<file path="config.mk">
export PLATFORM = sky130hd
export DESIGN_NAME = wb_decode_mux_n
export DESIGN_NICKNAME = d
export VERILOG_FILES = /design/src/rtl/wb_decode_mux_n_pkg.sv /design/src/rtl/wb_decode_mux_n_addr_decode.sv /design/src/rtl/wb_decode_mux_n.sv
export SDC_FILE = /design/constraint.sdc
export NUM_CORES = 1
export LEC_CHECK = 0
export CORE_AREA = 8 8 257 259
export CTS_CLUSTER_DIAMETER = 120
export DETAILED_ROUTE_END_ITERATION = 8
export DIE_AREA = 0 0 265 267
export PLACE_DENSITY = 0.45
export SLEW_MARGIN = 15
export SYNTH_ARGS = -nofsm -noshare
export SYNTH_HDL_FRONTEND = slang
export SYNTH_SLANG_ARGS = --single-unit
</file>
<file path="constraint.sdc">
create_clock -name wb_clk_i -period 2.2 [get_ports wb_clk_i]
set_input_delay 0.22 -clock wb_clk_i [delete_from_list [all_inputs] [get_ports wb_clk_i]]
set_output_delay 0.22 -clock wb_clk_i [all_outputs]
set_load 0.005 [all_outputs]
</file>
<file path="src/rtl/wb_decode_mux_n_pkg.sv">
// Shared types and default SoC address map for the Wishbone decoder/mux.
// Slave 0 occupies the least-significant word of the packed base/mask vectors.
package wb_decode_pkg;

  typedef enum logic [1:0] {
    IDLE   = 2'd0,
    ACTIVE = 2'd1,
    DONE   = 2'd2
  } state_t;

  // dmem, imem, uart, gpio, spi
  localparam logic [5*32-1:0] DEF_BASE = {
    32'h2000_0200, 32'h2000_0100, 32'h2000_0000, 32'h0001_0000, 32'h0000_0000
  };
  localparam logic [5*32-1:0] DEF_MASK = {
    32'hFFFF_FF00, 32'hFFFF_FF00, 32'hFFFF_FF00, 32'hFFFF_E000, 32'hFFFF_E000
  };

endpackage

</file>
<file path="src/rtl/wb_decode_mux_n_addr_decode.sv">
// Combinational base/mask address matcher; the lowest matching slave index wins.
// Produces a one-hot hit vector and a miss flag when nothing matches.
module wb_addr_decode #(
  parameter int NUM_SLAVES = 5,
  parameter int ADDR_W     = 32,
  parameter logic [NUM_SLAVES*ADDR_W-1:0] SLAVE_BASE = '0,
  parameter logic [NUM_SLAVES*ADDR_W-1:0] SLAVE_MASK = '0
) (
  input  logic [ADDR_W-1:0]     adr,
  output logic [NUM_SLAVES-1:0] hit,
  output logic                  miss
);

  logic found;

  always_comb begin
    hit   = '0;
    found = 1'b0;
    for (int i = 0; i < NUM_SLAVES; i++) begin
      if (!found &&
          ((adr & SLAVE_MASK[i*ADDR_W +: ADDR_W]) ==
           (SLAVE_BASE[i*ADDR_W +: ADDR_W] & SLAVE_MASK[i*ADDR_W +: ADDR_W]))) begin
        hit[i] = 1'b1;
        found  = 1'b1;
      end
    end
    miss = !found;
  end

endmodule

</file>
<file path="src/rtl/wb_decode_mux_n.sv">
// One-master, N-slave Wishbone classic decoder with registered response mux and stall watchdog.
// Define WB_DECODE_FAULT_LOG_EN to build the fault pulse/address/counter registers.
module wb_decode_mux_n
  import wb_decode_pkg::*;
#(
  parameter int NUM_SLAVES     = 5,
  parameter int ADDR_W         = 32,
  parameter int DATA_W         = 32,
  parameter int TIMEOUT_CYCLES = 255,
  parameter logic [NUM_SLAVES*ADDR_W-1:0] SLAVE_BASE = DEF_BASE,
  parameter logic [NUM_SLAVES*ADDR_W-1:0] SLAVE_MASK = DEF_MASK
) (
  input  logic                             wb_clk_i,
  input  logic                             wb_rst_i,
  input  logic [ADDR_W-1:0]                m_adr_i,
  input  logic [DATA_W-1:0]                m_dat_i,
  input  logic [DATA_W/8-1:0]              m_sel_i,
  input  logic                             m_we_i,
  input  logic                             m_cyc_i,
  input  logic                             m_stb_i,
  output logic [DATA_W-1:0]                m_dat_o,
  output logic                             m_ack_o,
  output logic                             m_err_o,
  output logic [NUM_SLAVES*ADDR_W-1:0]     s_adr_o,
  output logic [NUM_SLAVES*DATA_W-1:0]     s_dat_o,
  output logic [NUM_SLAVES*(DATA_W/8)-1:0] s_sel_o,
  output logic [NUM_SLAVES-1:0]            s_we_o,
  output logic [NUM_SLAVES-1:0]            s_cyc_o,
  output logic [NUM_SLAVES-1:0]            s_stb_o,
  input  logic [NUM_SLAVES*DATA_W-1:0]     s_dat_i,
  input  logic [NUM_SLAVES-1:0]            s_ack_i,
  input  logic [NUM_SLAVES-1:0]            s_err_i,
  output logic                             fault_o,
  output logic [ADDR_W-1:0]                fault_adr_o,
  output logic [7:0]                       fault_cnt_o
);

  localparam logic [31:0] TIMER_LAST = 32'(TIMEOUT_CYCLES - 1);

  state_t                  state, state_nxt;
  logic [NUM_SLAVES-1:0]   sel_q, hit;
  logic                    miss, req, sel_ack, sel_err, timeout;
  logic                    ack_nxt, err_nxt, load_sel;
  logic [31:0]             timer;
  logic [DATA_W-1:0]       sel_dat;

  wb_addr_decode #(
    .NUM_SLAVES (NUM_SLAVES),
    .ADDR_W     (ADDR_W),
    .SLAVE_BASE (SLAVE_BASE),
    .SLAVE_MASK (SLAVE_MASK)
  ) u_decode (
    .adr  (m_adr_i),
    .hit  (hit),
    .miss (miss)
  );

  assign req     = m_cyc_i & m_stb_i;
  assign sel_ack = |(s_ack_i & sel_q);
  assign sel_err = |(s_err_i & sel_q);
  assign timeout = (TIMEOUT_CYCLES != 0) && (timer == TIMER_LAST);

  assign s_adr_o = {NUM_SLAVES{m_adr_i}};
  assign s_dat_o = {NUM_SLAVES{m_dat_i}};
  assign s_sel_o = {NUM_SLAVES{m_sel_i}};
  assign s_we_o  = {NUM_SLAVES{m_we_i}};
  assign s_cyc_o = (state == ACTIVE) ? ({NUM_SLAVES{m_cyc_i}} & sel_q) : '0;
  assign s_stb_o = (state == ACTIVE) ? ({NUM_SLAVES{m_stb_i}} & sel_q) : '0;

  always_comb begin
    sel_dat = '0;
    for (int i = 0; i < NUM_SLAVES; i++) begin
      if (sel_q[i]) sel_dat = sel_dat | s_dat_i[i*DATA_W +: DATA_W];
    end
  end

  always_comb begin
    state_nxt = state;
    ack_nxt   = 1'b0;
    err_nxt   = 1'b0;
    load_sel  = 1'b0;
    case (state)
      IDLE: begin
        if (req) begin
          if (miss) begin
            state_nxt = DONE;
            err_nxt   = 1'b1;
          end else begin
            state_nxt = ACTIVE;
            load_sel  = 1'b1;
          end
        end
      end
      ACTIVE: begin
        // Abort beats any response; error beats a simultaneous ack.
        if (!m_cyc_i) begin
          state_nxt = IDLE;
        end else if (sel_err || timeout) begin
          state_nxt = DONE;
          err_nxt   = 1'b1;
        end else if (sel_ack) begin
          state_nxt = DONE;
          ack_nxt   = 1'b1;
        end
      end
      default: state_nxt = IDLE;
    endcase
  end

  // Registered response stage
  always_ff @(posedge wb_clk_i) begin
    if (wb_rst_i) begin
      state   <= IDLE;
      m_ack_o <= 1'b0;
      m_err_o <= 1'b0;
      m_dat_o <= '0;
      timer   <= '0;
      sel_q   <= '0;
    end else begin
      state   <= state_nxt;
      m_ack_o <= ack_nxt;
      m_err_o <= err_nxt;
      if (ack_nxt) m_dat_o <= sel_dat;
      if (load_sel) sel_q <= hit;
      timer   <= (state == ACTIVE) ? timer + 32'd1 : '0;
    end
  end

`ifdef WB_DECODE_FAULT_LOG_EN
  function automatic logic [7:0] sat_inc8(input logic [7:0] v);
    return (v == 8'hFF) ? v : v + 8'd1;
  endfunction

  logic fault_nxt;

  assign fault_nxt = ((state == IDLE) && req && miss) ||
                     ((state == ACTIVE) && m_cyc_i && !sel_err && !sel_ack && timeout);

  always_ff @(posedge wb_clk_i) begin
    if (wb_rst_i) begin
      fault_o     <= 1'b0;
      fault_adr_o <= '0;
      fault_cnt_o <= '0;
    end else begin
      fault_o <= fault_nxt;
      if (fault_nxt) begin
        fault_adr_o <= m_adr_i;
        fault_cnt_o <= sat_inc8(fault_cnt_o);
      end
    end
  end
`else
  assign fault_o     = 1'b0;
  assign fault_adr_o = '0;
  assign fault_cnt_o = '0;
`endif

endmodule

</file>
==> results.json <==
{
  "pin_count": 673,
  "io_buffers": 361,
  "hold_violations": 0,
  "hold_path.class": "in2reg",
  "first_iter_violations": 359,
  "diodes": 0,
  "cp.arrival_ps": 1900,
  "track_usage": 0.0741,
  "fp.dieH_um": 267,
  "clk_path_buf_depth": 2,
  "cts_tree": "yes",
  "place_congestion": 0.799,
  "status": "finished, final reports clean",
  "cts_max_level": 3,
  "cts_root_buffer": "clkbuf_16",
  "fin_crit_sh": 0.961,
  "tightest_slew_ps": 569,
  "async_reset_ff_frac": 0,
  "synth_area_um2": 6940,
  "ys_warn_count": 0,
  "hold_buffers": 0,
  "vias": 5838,
  "fmax_ghz": 0.473,
  "syn_area_per_cell_um2": 7.71,
  "critical-path-max-stage-delay_ps": 520,
  "leakagePower_uw": 0.00330,
  "cts_setup_buffers": 0,
  "synth.distinct_cells": 45,
  "fin_nets": 1186,
  "synth_top_area_share": 0.417,
  "synth_top_area_cell": "buf_4",
  "worst_setup_path_end_kind": "primary output",
  "cts_sinks": 73,
  "hold_ws_ps": 256,
  "antenna_found_initial": 1,
  "fin_skew_ps": 6.15,
  "std_cell_rows": 92,
  "startpoint_type": "flip-flop",
  "ys_ff_latch": 73,
  "irDropWorstVdd_uv": 369,
  "worstSkewPairLatency_ps": 360,
  "synth_edf_count": 0,
  "hpwlAfterDp_mm": 23.8,
  "crit_type": "reg2out",
  "drtAntennaViolNets": 0,
  "drt-wirelength-per-cell_um": 16.2,
  "rsz0062_at_grt": "yes",
  "min_period_ps": 2120,
  "cp_top_family": "buffers and inverters",
  "power.density_nw_per_um2": 382,
  "relSlewSlack": 0.621,
  "start_util": 0.112,
  "grt_pass1_wl_mm": 39.9,
  "clk_pin_slew_ps": 60,
  "syn_inst": 901,
  "numCtsBuffers": 9,
  "synthTopCellsByArea": "buf_4, dfxtp_1, nor3_1, a222oi_1, a22oi_1",
  "setup_violations": 0,
  "synthToLayoutAreaGrowth_pct": 36.3,
  "core_area_um2": 62200,
  "drive_gt1_frac": 0.0909,
  "crit_slowest_cell": "clkdlybuf4s50_1",
  "worstPathCellList": "buf_6, and3_1, clkdlybuf4s50_1",
  "vias_per_cell": 3.35,
  "most-common-layout-cells": "clkdlybuf4s50_1, dfxtp_1, nor3_1",
  "worst-path-max-fanout": 28,
  "grt_pass1_vias": 6064,
  "crit_buf_inv": 2,
  "grt_remaining_overflow": 0,
  "die_area_um2": 70800,
  "wirelength_mm": 28.2,
  "die_w_um": 265,
  "fin_tns_setup_ps": 0,
  "post-route-drc-count": 0,
  "cp.required_ps": 1980,
  "final_common_cell": "clkdlybuf4s50_1",
  "grt_max_degree": 33,
  "drv_cap": 0,
  "ys.flop_type": "dfxtp_1",
  "setup_slack_ps": 85.0,
  "first_pass_iters": 7,
  "final_max_slew_viol_count": 0,
  "synth-seq-area-share": 0.210,
  "dp_slack_ps": -196
}
## report_power, final
group / internal (uW) / total [uW] / switching, uW
clock network: 912 / 1540 / 626
registers: 1320 / 1320 / 0.852
logic: 521 / 748 / 227
## flip-flops by register name (all words and copies together) (netlist names)
name / flops
m_dat_o: 32
timer: 32
sel_q: 5
state: 2
m_ack_o: 1
m_err_o: 1
## final timing paths
| path | start | endpoint | slack, ps | depth (start not counted) |
|---|---|---|---|---|
| max | sel_q[1]$_SDFFE_PP0P_ | s_cyc_o[1] | 80 | 3 |
| min | wb_rst_i | state[0]$_SDFFE_PP0P_ | 260 | 2 |
| max reg2reg | timer[0]$_SDFF_PP0_ | m_dat_o[29]$_SDFFE_PP0P_ | 170 | 8 |
| min reg2reg | timer[28]$_SDFF_PP0_ | timer[28]$_SDFF_PP0_ | 510 | 2 |
## cell families after synthesis
family,count (synthesis),share of synthesized area
and+or+nand+nor,243,0.181
AOI/OAI and AO/OA,122,0.129
buffers and inverters,436,0.445
adders and majority gates,2,0.00360
other,1,0.000540
xor gates and xnor gates,21,0.0265
DFF,73,0.210
muxes,3,0.00433
## stage by stage
step | total power, uW | std cells | utilization | area [um2]
2_1_floorplan | 1950 | 941 | - | 7090
3_3_place_gp | 2100 | 1729 | 0.147 | 9150
3_5_place_dp | 2100 | 1729 | 0.147 | 9150
4_1_cts | 3710 | 1745 | 0.152 | 9450
5_1_grt | 3780 | 1745 | 0.152 | 9460
6_report | 3610 | 1745 | 0.152 | 9460
## metal layers
metal  vias up  GRT usage  part of all wire
li1       2777          -                 -
met1      2689     0.0776              0.38
met2       320      0.126              0.49
met3        52     0.0376              0.11
met5         -          0                 0
met4         0     0.0296             0.028
## Yosys cell counts, types with 2 or more instances
cell        n
buf_4     386
dfxtp_1    73
nor3_1     71
nand2_1    54
a21oi_1    40
a222oi_1   34
a22oi_1    33
clkbuf_1   33
nor2_1     30
xor2_1     16
and3_1     15
nand3_1    13
nand4_1    10
nor4_1      9
or3_1       9
buf_1       7
and2_1      6
buf_2       5
inv_1       5
o21ai_0     5
xnor2_1     5
nand2b_1    4
a211oi_1    3
a21o_1      3
mux2i_1     3
nor2b_1     3
or4_1       3
and3_2      2
and4_4      2
ha_1        2
nand3b_1    2
nor3_2      2
## repair_timing
item | CTS | global route
endpoints found under the setup margin | 3 | 35
gates resized for setup | 2 | 2
endpoints found under the hold margin | 0 | 0
## final cells by class
type	count	area, um2
multi-input cells	432	2560
clock buffers	12	246
clock inverters	4	51.3
repair buffers	420	4130
fillers	7127	52700
flip-flops and latches	73	1460
well taps	799	1000
inverters	5	18.8
Power figures use the tool's default switching activity.
